[config.mk]
export PLATFORM = sky130hd
export DESIGN_NAME = fetch_sequencer_flat
export DESIGN_NICKNAME = d
export VERILOG_FILES = /design/src/rtl/fetch_sequencer_if.sv /design/src/rtl/fetch_sequencer.sv /design/src/flat_wrapper.sv
export SDC_FILE = /design/constraint.sdc
export NUM_CORES = 1
export LEC_CHECK = 0
export BUFFER_PORTS_ARGS = -buffer_cell sky130_fd_sc_hd__buf_2
export CAP_MARGIN = 20
export CORE_MARGIN = 5
export CORE_UTILIZATION = 51
export DETAILED_ROUTE_END_ITERATION = 8
export PLACE_DENSITY = 0.84
export SYNTH_ARGS = -nofsm -noshare
export SYNTH_HDL_FRONTEND = slang
export SYNTH_SLANG_ARGS = --single-unit
[constraint.sdc]
create_clock -name clk -period 4.8 [get_ports clk]
set_input_delay 0.24 -clock clk [delete_from_list [all_inputs] [get_ports clk]]
set_output_delay 0.24 -clock clk [all_outputs]
set_load 0.005 [all_outputs]
[src/rtl/fetch_sequencer_if.sv]
// Fetch-side bundle: instruction memory handshake, ID-facing buffer and
// the stall/redirect/halt controls coming back from ID/EX.
interface fetch_sequencer_if #(
  parameter int WORD_SIZE = 16
);
  logic                 i_mem_req;
  logic [WORD_SIZE-1:0] i_mem_addr;
  logic                 i_mem_ack;
  logic [WORD_SIZE-1:0] i_mem_data;
  logic                 if_valid;
  logic [WORD_SIZE-1:0] if_instr;
  logic [WORD_SIZE-1:0] if_pc;
  logic                 id_stall;
  logic                 redirect_valid;
  logic [WORD_SIZE-1:0] redirect_pc;
  logic                 halt;
  logic                 halted;
  logic [WORD_SIZE-1:0] pc_cur;

  modport master (
    output i_mem_req, i_mem_addr, if_valid, if_instr, if_pc, halted, pc_cur,
    input  i_mem_ack, i_mem_data, id_stall, redirect_valid, redirect_pc, halt
  );

  modport slave (
    input  i_mem_req, i_mem_addr, if_valid, if_instr, if_pc, halted, pc_cur,
    output i_mem_ack, i_mem_data, id_stall, redirect_valid, redirect_pc, halt
  );
endinterface

[src/rtl/fetch_sequencer.sv]
// Program counter owner and single-outstanding instruction fetcher with a
// one-entry buffer towards ID; handles redirects (squashing in-flight data) and HLT.
module fetch_sequencer #(
  parameter int WORD_SIZE = 16
) (
  input  logic               clk,
  input  logic               reset,
  fetch_sequencer_if.master  bus
);
  typedef enum logic [1:0] {S_RUN, S_WAIT, S_HALT} state_e;

  state_e               state_q, state_d;
  logic [WORD_SIZE-1:0] pc_q, pc_d;
  logic [WORD_SIZE-1:0] addr_q, addr_d;
  logic                 valid_q, valid_d;
  logic [WORD_SIZE-1:0] instr_q, instr_d;
  logic [WORD_SIZE-1:0] ifpc_q, ifpc_d;
  logic                 squash_q, squash_d;
  logic                 halt_pend_q, halt_pend_d;
  logic                 consume;

  always_comb begin
    state_d     = state_q;
    pc_d        = pc_q;
    addr_d      = addr_q;
    valid_d     = valid_q;
    instr_d     = instr_q;
    ifpc_d      = ifpc_q;
    squash_d    = squash_q;
    halt_pend_d = halt_pend_q;
    consume     = valid_q & ~bus.id_stall;

    if (consume) valid_d = 1'b0;

    case (state_q)
      S_RUN: begin
        if (!bus.redirect_valid) begin
          if (halt_pend_q) begin
            state_d = S_HALT;
          end else if (!valid_q || consume) begin
            state_d = S_WAIT;
            addr_d  = pc_q;
          end
        end
      end
      S_WAIT: begin
        if (bus.i_mem_ack) begin
          squash_d = 1'b0;
          state_d  = S_RUN;
          // Buffer is guaranteed empty here, so capture never overwrites a live word.
          if (!squash_q && !bus.redirect_valid && !halt_pend_q) begin
            instr_d = bus.i_mem_data;
            ifpc_d  = addr_q;
            valid_d = 1'b1;
            pc_d    = addr_q + WORD_SIZE'(1);
          end
          if (halt_pend_q && !bus.redirect_valid) state_d = S_HALT;
        end
      end
      default: ;
    endcase

    // Redirect outranks halt and normal fetch; the target replaces any PC update above.
    if (state_q != S_HALT) begin
      if (bus.redirect_valid) begin
        pc_d        = bus.redirect_pc;
        valid_d     = 1'b0;
        halt_pend_d = 1'b0;
        if (state_q == S_WAIT && !bus.i_mem_ack) squash_d = 1'b1;
      end else if (bus.halt) begin
        halt_pend_d = 1'b1;
      end
    end
  end

  always_ff @(posedge clk or posedge reset) begin
    if (reset) begin
      state_q     <= S_RUN;
      pc_q        <= '0;
      addr_q      <= '0;
      valid_q     <= 1'b0;
      instr_q     <= '0;
      ifpc_q      <= '0;
      squash_q    <= 1'b0;
      halt_pend_q <= 1'b0;
    end else begin
      state_q     <= state_d;
      pc_q        <= pc_d;
      addr_q      <= addr_d;
      valid_q     <= valid_d;
      instr_q     <= instr_d;
      ifpc_q      <= ifpc_d;
      squash_q    <= squash_d;
      halt_pend_q <= halt_pend_d;
    end
  end

  assign bus.i_mem_req  = (state_q == S_WAIT);
  assign bus.i_mem_addr = addr_q;
  assign bus.if_valid   = valid_q;
  assign bus.if_instr   = instr_q;
  assign bus.if_pc      = ifpc_q;
  assign bus.halted     = (state_q == S_HALT);
  assign bus.pc_cur     = pc_q;
endmodule
[src/flat_wrapper.sv]
// flat-port wrapper written by rule: the top's interface ports become plain ports
module fetch_sequencer_flat 
#(
  parameter int WORD_SIZE = 16
)
  (clk, reset, bus_i_mem_req, bus_i_mem_addr, bus_if_valid, bus_if_instr, bus_if_pc, bus_halted, bus_pc_cur, bus_i_mem_ack, bus_i_mem_data, bus_id_stall, bus_redirect_valid, bus_redirect_pc, bus_halt);
  fetch_sequencer_if #(.WORD_SIZE(WORD_SIZE)) bus_i ();
  input  logic clk;
  input  logic reset;
  output wire logic [$bits(bus_i.i_mem_req)-1:0] bus_i_mem_req;
  output wire logic [$bits(bus_i.i_mem_addr)-1:0] bus_i_mem_addr;
  output wire logic [$bits(bus_i.if_valid)-1:0] bus_if_valid;
  output wire logic [$bits(bus_i.if_instr)-1:0] bus_if_instr;
  output wire logic [$bits(bus_i.if_pc)-1:0] bus_if_pc;
  output wire logic [$bits(bus_i.halted)-1:0] bus_halted;
  output wire logic [$bits(bus_i.pc_cur)-1:0] bus_pc_cur;
  input wire logic [$bits(bus_i.i_mem_ack)-1:0] bus_i_mem_ack;
  input wire logic [$bits(bus_i.i_mem_data)-1:0] bus_i_mem_data;
  input wire logic [$bits(bus_i.id_stall)-1:0] bus_id_stall;
  input wire logic [$bits(bus_i.redirect_valid)-1:0] bus_redirect_valid;
  input wire logic [$bits(bus_i.redirect_pc)-1:0] bus_redirect_pc;
  input wire logic [$bits(bus_i.halt)-1:0] bus_halt;
  assign bus_i_mem_req = bus_i.i_mem_req;
  assign bus_i_mem_addr = bus_i.i_mem_addr;
  assign bus_if_valid = bus_i.if_valid;
  assign bus_if_instr = bus_i.if_instr;
  assign bus_if_pc = bus_i.if_pc;
  assign bus_halted = bus_i.halted;
  assign bus_pc_cur = bus_i.pc_cur;
  assign bus_i.i_mem_ack = bus_i_mem_ack;
  assign bus_i.i_mem_data = bus_i_mem_data;
  assign bus_i.id_stall = bus_id_stall;
  assign bus_i.redirect_valid = bus_redirect_valid;
  assign bus_i.redirect_pc = bus_redirect_pc;
  assign bus_i.halt = bus_halt;
  fetch_sequencer #(.WORD_SIZE(WORD_SIZE)) u_core (.clk(clk), .reset(reset), .bus(bus_i));
endmodule
Word level (Yosys, flattened, before mapping)
Cells that the tools add are included.
Word-level totals
  register bits after elaboration: 69
  input port bits: 38
  output and inout port bits: 67
  word-level logic and storage cells: 60
Cells by class
  add/sub/neg operators: 1
  equal/unequal tests: 6
  mux-type cells: 24
  bitwise gates (word level): 4
  reduce and logical (&&, ||, !) cells: 17
Operator list (count)
  $mux W16: 5
  $add A16 B1 Y16 const B: 1
  $mux W1: 13
  $mux W2: 5
  $reduce_and A4 Y1: 2
  $logic_not A1 Y1: 5
  $logic_and A1 B1 Y1: 4
  $ne A2 B2 Y1 const B: 2
  $pmux W2 S2: 1
  $reduce_bool A2 Y1: 2
  $ne A3 B1 Y1 const B: 1
  $not A1 Y1: 3
  $reduce_and A3 Y1: 1
  $eq A2 B1 Y1 const B: 1
  $eq A2 B2 Y1 const B: 1
  $logic_not A2 Y1: 1
  $ne A2 B1 Y1 const B: 1
  $reduce_and A2 Y1: 1
  $and A1 B1 Y1: 1
  $logic_or A1 B1 Y1: 1

Logic depth before layout (Yosys ltp)
Gate-level depths: netlist (run 1).
  depth in word-level cells: 8
  depth in mapped cells: 7
  gate-level depth less buffers: 5

Least setup slack after synthesis (run 1)
Ideal clock, no wire load.
  path kind: register to register
  start point: register with a tool-made name
  end point: register u_core.pc_q[9], in the netlist u_core.bus.pc_cur[9]
  setup time: 123 ps
  data arrival time: 1698 ps
  required time: 4677 ps
  slack: 2980 ps
  cell stages (with the launch flop): 8
  path buffers: 3
  clock period less this slack: 1820 ps
  path through: dfrtp_1 or4b_1 buf_2 or2_1 buf_6 buf_6 nor3_2 o21ai_1
RTL lines
  to (signal assigned): line fetch_sequencer.sv:88  | pc_q <= pc_d;
  to (decl): line fetch_sequencer.sv:13  | logic [WORD_SIZE-1:0] pc_q, pc_d;

==> results of run 1 <==
-- kinds of logic (layout without fill, tap and decap cells) --
| family | count (synthesis) | in the layout | share of synthesized area |
|---|---|---|---|
| mux | 18 | 18 | 0.0655 |
| compound gates | 37 | 37 | 0.0728 |
| buf+inv | 27 | 131 | 0.0405 |
| fa+ha+maj | 1 | 1 | 0.00409 |
| xor+xnor | 7 | 7 | 0.0200 |
| simple gates | 165 | 165 | 0.232 |
| flops | 69 | 69 | 0.565 |
-- synthesized netlist by cell type --
library cell / instances / area, µm²
a2111oi_0: 1 / 8.76
a211oi_1: 1 / 7.51
a21o_1: 2 / 15.0
a21oi_1: 5 / 25.0
a31oi_1: 2 / 12.5
and2_1: 1 / 6.26
buf_2: 6 / 30.0
buf_6: 2 / 22.5
clkbuf_1: 10 / 37.5
dfrtp_1: 69 / 1730
ha_1: 1 / 12.5
inv_1: 9 / 33.8
mux2_2: 16 / 180
mux2i_1: 2 / 20.0
nand2_1: 113 / 424
nand2b_1: 2 / 12.5
nand3_1: 14 / 70.1
nand4_1: 4 / 25.0
nor2_1: 5 / 18.8
nor2_2: 1 / 6.26
nor3_1: 13 / 65.1
nor3_2: 1 / 10.0
nor4_1: 7 / 43.8
o211ai_1: 4 / 30.0
o21a_1: 4 / 30.0
o21ai_0: 16 / 80.1
o21ai_1: 1 / 5.00
o31a_1: 1 / 8.76
or2_1: 1 / 6.26
or2_2: 1 / 6.26
or3_1: 1 / 6.26
or4b_1: 1 / 10.0
xnor2_1: 7 / 61.3
-- cell usage in the layout, fill, tap and decap left out, types with 2 or more instances in the layout --
cell and count:
dfrtp_1 69, nor3_1 13, nand2_1 113, a31oi_1 2
nor4_1 7, nand2b_1 2, o21a_1 4, a21o_1 2
o211ai_1 4, a21oi_1 5, clkinvlp_4 2, mux2_2 16
o21ai_0 16, nor2_1 5, clkbuf_8 10, nand3_1 14
buf_2 104, inv_1 8, buf_4 2, nand4_1 4
mux2i_1 2, bufinv_16 3, or2_2 2, xnor2_1 7
-- cell type report --
type,instances,share of cell area
repair buffers,106,0.139
multi-input cells,228,0.314
flip-flops and latches,69,0.449
clock inverters,6,0.0286
well taps,75,0.0244
inverters,9,0.00879
clock buffers,10,0.0358
-- worst min path at each step --
stage                        from                                   to  slack, ps  cells past startpoint
3_3_place_gp   bus_i_mem_data[10]  u_core.bus.if_instr[10]$_DFFE_PP0P_        430                      3
5_1_grt         bus_i_mem_data[7]   u_core.bus.if_instr[7]$_DFFE_PP0P_         90                      3
4_1_cts         bus_i_mem_data[3]   u_core.bus.if_instr[3]$_DFFE_PP0P_         80                      3
2_1_floorplan       bus_i_mem_ack                            flip-flop        330                      1
6_report        bus_i_mem_data[3]   u_core.bus.if_instr[3]$_DFFE_PP0P_         90                      3
3_5_place_dp    bus_i_mem_data[3]   u_core.bus.if_instr[3]$_DFFE_PP0P_        440                      3
-- sequential cells by signal, summed over array words and instances (netlist names), named ones only --
register and flops:
u_core.bus.i_mem_addr 16, u_core.bus.if_instr 16, u_core.bus.if_pc 16, u_core.bus.if_valid 1, u_core.bus.pc_cur 16, u_core.halt_pend_q 1, u_core.state_q 2
-- power by group through the flow --
stage               Clock [mW]  Combinational (mW)  Sequential, mW
floorplan                    0               0.272           0.925
global placement             0               0.497           0.955
detailed placement           0               0.513           0.965
CTS                      0.586               0.518           0.956
global route             0.616               0.573           0.987
finish                   0.581               0.510           0.958
-- layer usage --
layer  share of wire  GRT usage  vias up  wire length, µm
met4           0.020      0.100        0              154
met5               0          0        -                0
met3           0.060     0.0350       12              462
li1                -          -     1282                -
met2            0.50      0.345       86             3810
met1            0.42      0.286     1255             3270
-- stage by stage --
stage               power (mW)  utilization  std cells  area [µm²]  setup WS, ps
floorplan                 1.20            -        324        3060          2820
global placement          1.45        0.611        487        3600          2570
detailed placement        1.48        0.611        487        3600          2490
CTS                       2.06        0.653        503        3840          2460
global route              2.18        0.653        503        3840          2210
finish                    2.05        0.653        503        3840          2440
-- critical path, stage by stage (launching register included) --
cell and delay [ps]:
dfrtp_1 390, or4b_1 670, nor2_2 540, buf_4 350, o21ai_0 120, o21ai_0 210
==> Implementation_results.wiki, run 1 <==
{| class="wikitable"
! Metric !! Value
|-
| Max FO, Critical Path || 21
|-
| Worst clock skew || 7.93 ps
|-
| Final hold viol count || 0
|-
| Syn avg cell area || 9.44 µm²
|-
| Fill count || 501
|-
| Clock net sink count || 69
|-
| Number of cells upsized or downsized after cts || 0
|-
| Total number of vias || 2,635
|-
| Worst setup path class || reg -> reg
|-
| Max_cap viols || 0
|-
| Outcome || complete, no violations
|-
| Area taken by multi-input logic gates || 1210 µm²
|-
| Number of buffer cells added on primary ports || 104
|-
| R2R Path End || u_core.bus.pc_cur[7]$_DFF_PP0_
|-
| Area of the mapped netlist || 3060 µm²
|-
| Num CTS Buffers || 9
|-
| Per-cell routed wire length || 15.3 µm
|-
| Period utilisation layout || 0.492
|-
| Clock buffer depth || 2
|-
| Count of unique library cells instantiated by Yosys || 33
|-
| Area of the placeable core || 5890 µm²
|-
| Shortest clock period the worst path allows after layout || 2360 ps
|-
| Total half-perimeter wirelength after legalization and detailed placement || 5250 µm
|-
| Startpoint types || flip-flop
|-
| Number of placed I/O pins || 105
|-
| Hold buffers post-CTS || 0
|-
| Antenna diode count || 0
|-
| Flip-flop and latch count after synthesis || 69
|-
| Post-Synthesis Net Count || 363
|-
| Clock transition time at the flip-flop clock pins of the worst setup and hold paths || 70 ps
|-
| Static Leakage || 2.05 nW
|-
| Reg-to-reg slack, setup || 2440 ps
|-
| Iteration count of the initial detailed-routing pass || 4
|-
| Achievable clock frequency || 0.423 GHz
|-
| Initial cell density of the core || 0.520
|-
| Hold Slack || 90.2 ps
|-
| Layout area overhead || 25.7%
|-
| Clock latency on the worst-skew pair || 340 ps
|-
| Worst Setup EP || u_core.bus.pc_cur[7]$_DFF_PP0_
|-
| Sum of negative setup slack || 0 ps
|-
| Sequential cell area || 1730 µm²
|-
| Global router's overall resource usage || 0.215
|-
| Cell Pwr Density || 533 nW/µm²
|-
| Setup crit end kind || flip-flop
|-
| Clock tree root driver cell || clkbuf_8
|-
| Total gr overflow || 0
|-
| Logic gate share of total power || 0.249
|-
| DRC violation total after the first TritonRoute iteration || 218
|-
| Count of final max-slew check failures || 0
|-
| Final Wtd Congestion || 0.825
|-
| DRC Markers || 0
|-
| Largest net degree at the start of global routing || 70
|-
| Number of nets in the final layout || 462
|-
| Hold/Removal Path Class || in -> reg
|-
| Number of antenna violations at the first check in global routing || 0
|-
| Crit path required time || 5050 ps
|-
| DRT Wirelength || 7690 µm
|-
| # Post-CTS Setup Buffers || 0
|-
| Internal cell power || 1.38 mW
|-
| Seq/Total Area, Yosys || 0.565
|-
| Data arrival at the endpoint of the critical path || 2610 ps
|-
| Number of nets with antenna violations after routing || 0
|-
| Fraction of power spent switching nets || 0.327
|-
| Power spent charging and discharging nets || 0.670 mW
|-
| Sequential group share of total power || 0.468
|-
| Die area || 7640 µm²
|-
| Die width || 87.4 µm
|-
| Post-DR vias/cell || 5.24
|-
| Chip Height || 87.4 µm
|-
| Fraction of final layout cells sized beyond drive strength 1 || 0.334
|-
| Final setup violating endpoints || 0
|-
| Number of standard cells after synthesis || 324
|-
| Worst IR drop on VDD || 296 µV
|-
| Slew margin rel. || 0.328
|-
| Slew at the pin closest to its max-slew limit || 1010 ps
|-
| Path depth of the worst reg2reg path || 5
|-
| Wire length of the first global-routing pass || 12,700 µm
|-
| RSZ-0062 raised after global routing || no
|-
| Clock H-tree levels || 3
|-
| CTS tree || yes
|-
| Total number of yosys warnings || 0
|-
| Portion of total power attributed to the clock network || 0.284
|-
| Number of cell rows || 28
|-
| Via count of the first global-routing pass || 2,588
|}
(Power assumes the default switching activity.)
==> inputs of run 2 (changes only) <==
--- a/config.mk
+++ b/config.mk
@@ -8,9 +8,9 @@
 export BUFFER_PORTS_ARGS = -buffer_cell sky130_fd_sc_hd__buf_2
 export CAP_MARGIN = 20
 export CORE_MARGIN = 5
-export CORE_UTILIZATION = 51
+export CORE_UTILIZATION = 50
 export DETAILED_ROUTE_END_ITERATION = 8
-export PLACE_DENSITY = 0.84
+export PLACE_DENSITY = 0.83
 export SYNTH_ARGS = -nofsm -noshare
 export SYNTH_HDL_FRONTEND = slang
 export SYNTH_SLANG_ARGS = --single-unit
==> constraint.sdc (replaced) <==
create_clock -name clk -period 2.4 [get_ports clk]
set_input_delay 0.12 -clock clk [delete_from_list [all_inputs] [get_ports clk]]
set_output_delay 0.12 -clock clk [all_outputs]
set_load 0.005 [all_outputs]
==> Implementation_results.wiki, run 2 (same netlist as run 1, synthesis figures left out) <==
{| class="wikitable"
! Metric !! Value
|-
| Num CTS Buffers || 9
|-
| # Post-CTS Setup Buffers || 0
|-
| Final Wtd Congestion || 0.806
|-
| Clock latency on the worst-skew pair || 350 ps
|-
| Outcome || complete, no violations
|-
| Number of placed I/O pins || 105
|-
| Die width || 88.2 µm
|-
| RSZ-0062 raised after global routing || no
|-
| Setup crit end kind || flip-flop
|-
| Sum of negative setup slack || 0 ps
|-
| DRC Markers || 0
|-
| Chip Height || 88.2 µm
|-
| Design Power || 3.82 mW
|-
| Static Leakage || 2.15 nW
|-
| Via count of the first global-routing pass || 2,882
|-
| Achievable clock frequency || 0.479 GHz
|-
| Clock buffer depth || 2
|-
| DRT Wirelength || 8630 µm
|-
| Antenna diode count || 0
|-
| Total number of vias || 2,834
|-
| Total half-perimeter wirelength after legalization and detailed placement || 5590 µm
|-
| Data arrival at the endpoint of the critical path || 2300 ps
|-
| Finished Core Util || 0.690
|-
| Commonest non-fill, non-tap cells in the layout || nand2_1, buf_2, dfrtp_1
|-
| Iteration count of the initial detailed-routing pass || 4
|-
| Hold Slack || 12.0 ps
|-
| Number of cell rows || 28
|-
| Final hold viol count || 0
|-
| Number of antenna violations at the first check in global routing || 0
|-
| Final setup violating endpoints || 0
|-
| Count of final max-slew check failures || 0
|-
| Number of nets with antenna violations after routing || 0
|-
| Max_cap viols || 0
|-
| Die area || 7780 µm²
|-
| Cell Pwr Density || 934 nW/µm²
|-
| Wire length of the first global-routing pass || 14,000 µm
|-
| DRC violation total after the first TritonRoute iteration || 207
|-
| Fraction of final layout cells sized beyond drive strength 1 || 0.317
|-
| Worst clock skew || 12.2 ps
|-
| Shortest clock period the worst path allows after layout || 2090 ps
|-
| Worst slack, placed || 327 ps
|-
| Layout area overhead || 33.7%
|-
| Hold/Removal Path Class || in -> reg
|-
| Global router's overall resource usage || 0.235
|-
| Max FO, Critical Path || 32
|-
| Area of the placeable core || 5920 µm²
|-
| Worst setup path class || reg -> reg
|-
| Total gr overflow || 0
|-
| Clock transition time at the flip-flop clock pins of the worst setup and hold paths || 70 ps
|-
| Post-DR vias/cell || 5.30
|-
| Clock tree root driver cell || clkbuf_8
|-
| Number of nets in the final layout || 494
|-
| Crit path required time || 2610 ps
|-
| Most common cell after layout, fill and taps aside || nand2_1
|-
| Clock H-tree levels || 3
|-
| Slew at the pin closest to its max-slew limit || 868 ps
|-
| Number of cells upsized or downsized after cts || 0
|-
| Initial cell density of the core || 0.516
|-
| Period utilisation layout || 0.870
|-
| Slew margin rel. || 0.421
|-
| Startpoint types || flip-flop
|-
| Clock net sink count || 69
|-
| Number of buffer cells added on primary ports || 104
|-
| CTS tree || yes
|-
| Largest net degree at the start of global routing || 70
|-
| Per-cell routed wire length || 16.1 µm
|-
| Setup slack after layout || 312 ps
|-
| Worst IR drop on VDD || 506 µV
|}
==> run 2: cell count changes in the layout (fill, tap and decap cells not counted) <==
cell,delta
clkbuf_8,-1
dlygate4sd3_1,+28
clkbuf_1,+1
bufinv_16,-3
clkinv_2,+2
clkinv_4,+2
buf_12,+1
buf_4,+3
clkinvlp_4,-1
==> run 2: layer usage <==
| layer | part of all wire | GRT usage | up-vias | wire [µm] |
|---|---|---|---|---|
| li1 | - | - | 1348 | - |
| met1 | 0.41 | 0.301 | 1369 | 3530 |
| met2 | 0.51 | 0.389 | 96 | 4410 |
| met3 | 0.054 | 0.0367 | 21 | 464 |
| met4 | 0.026 | 0.115 | 0 | 223 |
| met5 | 0 | 0 | - | 0 |
==> run 2: area by class of cell <==
class | count | area [µm²]
clock buffers | 10 | 128
clock inverters | 6 | 40.0
fillers | 447 | 1830
inverters | 9 | 33.8
multi-input cells | 228 | 1210
flip-flops and latches | 69 | 1730
well taps | 75 | 93.8
repair buffers | 138 | 858
==> run 2: critical path: stages, from the launching register on <==
cell,delay (ps)
dfrtp_1,380
or4b_1,540
or2_2,540
buf_4,290
nand3_1,90
o211ai_1,110
==> run 2: metrics by stage <==
step | instances | area, µm²
CTS | 535 | 4090
floorplan | 324 | 3060
finish | 535 | 4090
global route | 535 | 4090
detailed placement | 491 | 3640
global placement | 491 | 3640
==> run 2: path summary, 6_finish.rpt <==
path	slack [ps]	depth (start not counted)	from	to
setup reg to reg	310	5	flip-flop	u_core.bus.pc_cur[11]$_DFF_PP0_
hold / removal	10	3	bus_halt	u_core.halt_pend_q$_DFFE_PP0P_
hold reg to reg	470	2	u_core.bus.if_pc[10]$_DFFE_PP0P_	u_core.bus.if_pc[10]$_DFFE_PP0P_
min in group asynchronous	20	3	reset	u_core.bus.if_instr[10]$_DFFE_PP0P_
setup / recovery	310	5	flip-flop	u_core.bus.pc_cur[11]$_DFF_PP0_
max in group asynchronous	1800	3	reset	u_core.bus.pc_cur[9]$_DFF_PP0_
==> run 2: repair_timing <==
item | 4_1_cts | 5_1_grt
hold buffers | 28 | 0
endpoints found under the setup margin | 0 | 0
endpoints found under the hold margin | 28 | 0
==> run 2: power breakdown <==
group / internal [mW] / switching, mW / total, mW / leakage [nW]
clock network: 0.373 / 0.444 / 0.816 / 0.0860
logic: 0.565 / 0.506 / 1.07 / 1.17
registers: 1.51 / 0.420 / 1.93 / 0.896
total: 2.45 / 1.37 / 3.82 / 2.15
==> inputs of run 3 (changes only) <==
--- a/config.mk
+++ b/config.mk
@@ -8,9 +8,9 @@
 export BUFFER_PORTS_ARGS = -buffer_cell sky130_fd_sc_hd__buf_2
 export CAP_MARGIN = 20
 export CORE_MARGIN = 5
-export CORE_UTILIZATION = 50
+export CORE_UTILIZATION = 40
 export DETAILED_ROUTE_END_ITERATION = 8
-export PLACE_DENSITY = 0.83
+export PLACE_DENSITY = 0.69
 export SYNTH_ARGS = -nofsm -noshare
 export SYNTH_HDL_FRONTEND = slang
 export SYNTH_SLANG_ARGS = --single-unit
==> Implementation_results.wiki, run 3 (same netlist as run 1, synthesis figures left out) <==
{| class="wikitable"
! Metric !! Value
|-
| Die width || 97.4 µm
|-
| Largest net degree at the start of global routing || 43
|-
| Slew margin rel. || 0.439
|-
| Placed cell area || 3690 µm²
|-
| Layout area overhead || 35.5%
|-
| Fraction of final layout cells sized beyond drive strength 1 || 0.314
|-
| Setup crit end kind || flip-flop
|-
| Via count of the first global-routing pass || 2,922
|-
| Hold/Removal Path Class || in -> reg
|-
| CTS tree || yes
|-
| Static Leakage || 2.16 nW
|-
| Clock net sink count || 69
|-
| Wire length of the first global-routing pass || 14,100 µm
|-
| Initial cell density of the core || 0.417
|-
| Clock buffer depth || 2
|-
| Fill count || 700
|-
| Achievable clock frequency || 0.484 GHz
|-
| Total gr overflow || 0
|-
| DRT Wirelength || 8250 µm
|-
| Commonest non-fill, non-tap cells in the layout || nand2_1, buf_2, dfrtp_1
|-
| Final hold viol count || 0
|-
| Worst clock skew || 5.13 ps
|-
| Sequential cell area || 1730 µm²
|-
| Worst IR drop on VDD || 392 µV
|-
| Shortest clock period the worst path allows after layout || 2060 ps
|-
| Number of buffer cells added on primary ports || 104
|-
| Sum of negative setup slack || 0 ps
|-
| Final Wtd Congestion || 0.838
|-
| Antenna diode count || 0
|-
| Worst setup path class || reg -> reg
|-
| Post-DR vias/cell || 4.89
|-
| Chip Height || 97.4 µm
|-
| Total number of vias || 2,723
|-
| Per-cell routed wire length || 14.8 µm
|-
| Period utilisation layout || 0.860
|-
| Max_cap viols || 0
|-
| Number of cell rows || 31
|-
| Data arrival at the endpoint of the critical path || 2290 ps
|-
| Worst slack, placed || 346 ps
|-
| Setup slack after layout || 335 ps
|-
| RSZ-0062 raised after global routing || no
|-
| Clock H-tree levels || 3
|-
| Count of final max-slew check failures || 0
|-
| Number of antenna violations at the first check in global routing || 0
|-
| Area of the placeable core || 7330 µm²
|-
| Max FO, Critical Path || 42
|-
| Global router's overall resource usage || 0.181
|-
| Most common cell after layout, fill and taps aside || nand2_1
|-
| Slew at the pin closest to its max-slew limit || 842 ps
|-
| Area taken by multi-input logic gates || 1210 µm²
|-
| Number of nets in the final layout || 493
|-
| Clock tree root driver cell || clkbuf_8
|-
| Number of nets with antenna violations after routing || 0
|-
| Outcome || complete, no violations
|-
| Number of placed I/O pins || 105
|-
| Hold Slack || 17.1 ps
|-
| Crit path required time || 2630 ps
|-
| Startpoint types || flip-flop
|-
| DRC violation total after the first TritonRoute iteration || 138
|-
| Post-route cell area || 4140 µm²
|-
| Iteration count of the initial detailed-routing pass || 4
|-
| Design Power || 3.91 mW
|-
| Total half-perimeter wirelength after legalization and detailed placement || 5560 µm
|-
| Cell Pwr Density || 944 nW/µm²
|-
| HP Start || bus_redirect_pc[9]
|-
| Clock transition time at the flip-flop clock pins of the worst setup and hold paths || 70 ps
|-
| Num CTS Buffers || 9
|-
| Clock latency on the worst-skew pair || 330 ps
|-
| Final setup violating endpoints || 0
|-
| Die area || 9490 µm²
|-
| DRC Markers || 0
|}
-- run 3: changes by cell type in the layout (fill, tap and decap cells not counted), sizes merged --
cell         change
clkbuf           +4
clkinvlp         -1
dlygate4sd3      -2
buf              +1
bufinv           +1
clkinv           -5
-- run 3: layout make-up --
type	instances	area share
Inverter	9	0.00815
Tap cell	99	0.0299
Clock buffer	14	0.0393
Timing Repair Buffer	137	0.207
Multi-Input combinational cell	228	0.291
Clock inverter	1	0.00725
Sequential cell	69	0.417
-- run 3: critical path, stage by stage, from the launching register on --
cell and delay, ps:
dfrtp_1 370, or4b_1 530, or2_2 610, buf_4 300
nand2_1 70, nand2_1 50
-- run 3: path summary, 6_finish.rpt --
| path | to | slack [ps] | depth (start not counted) |
|---|---|---|---|
| max | u_core.bus.if_instr[13]$_DFFE_PP0P_ | 340 | 5 |
| min | u_core.bus.pc_cur[9]$_DFF_PP0_ | 20 | 3 |
| max reg2reg | u_core.bus.if_instr[13]$_DFFE_PP0P_ | 340 | 5 |
| min reg2reg | u_core.bus.if_instr[10]$_DFFE_PP0P_ | 470 | 2 |
| max in group asynchronous | u_core.bus.if_instr[3]$_DFFE_PP0P_ | 1300 | 4 |
| min in group asynchronous | u_core.bus.if_instr[4]$_DFFE_PP0P_ | 440 | 3 |
-- run 3: where the power goes --
group	switching, mW	internal [mW]	leakage, nW
sequential	0.413	1.51	0.896
clock	0.402	0.533	0.0968
combinational	0.489	0.565	1.17
-- run 3: routing by layer --
layer,vias up,global-route usage,part of all wire
met5,-,0,0
met4,0,0.0671,0.017
met3,14,0.0431,0.054
met2,89,0.290,0.47
met1,1281,0.238,0.46
li1,1339,-,-
-- run 3: timing repair --
| action | CTS | global route |
|---|---|---|
| hold buffers | 26 | 0 |
| setup buffers | 0 | 0 |
| hold endpoints to repair | 53 | 0 |
| gates resized for setup | 0 | 0 |
-- run 3: per-stage QoR --
step                std cells  utilization
floorplan                 324            -
global placement          516        0.503
detailed placement        516        0.503
CTS                       557        0.565
global route              557        0.565
finish                    557        0.565
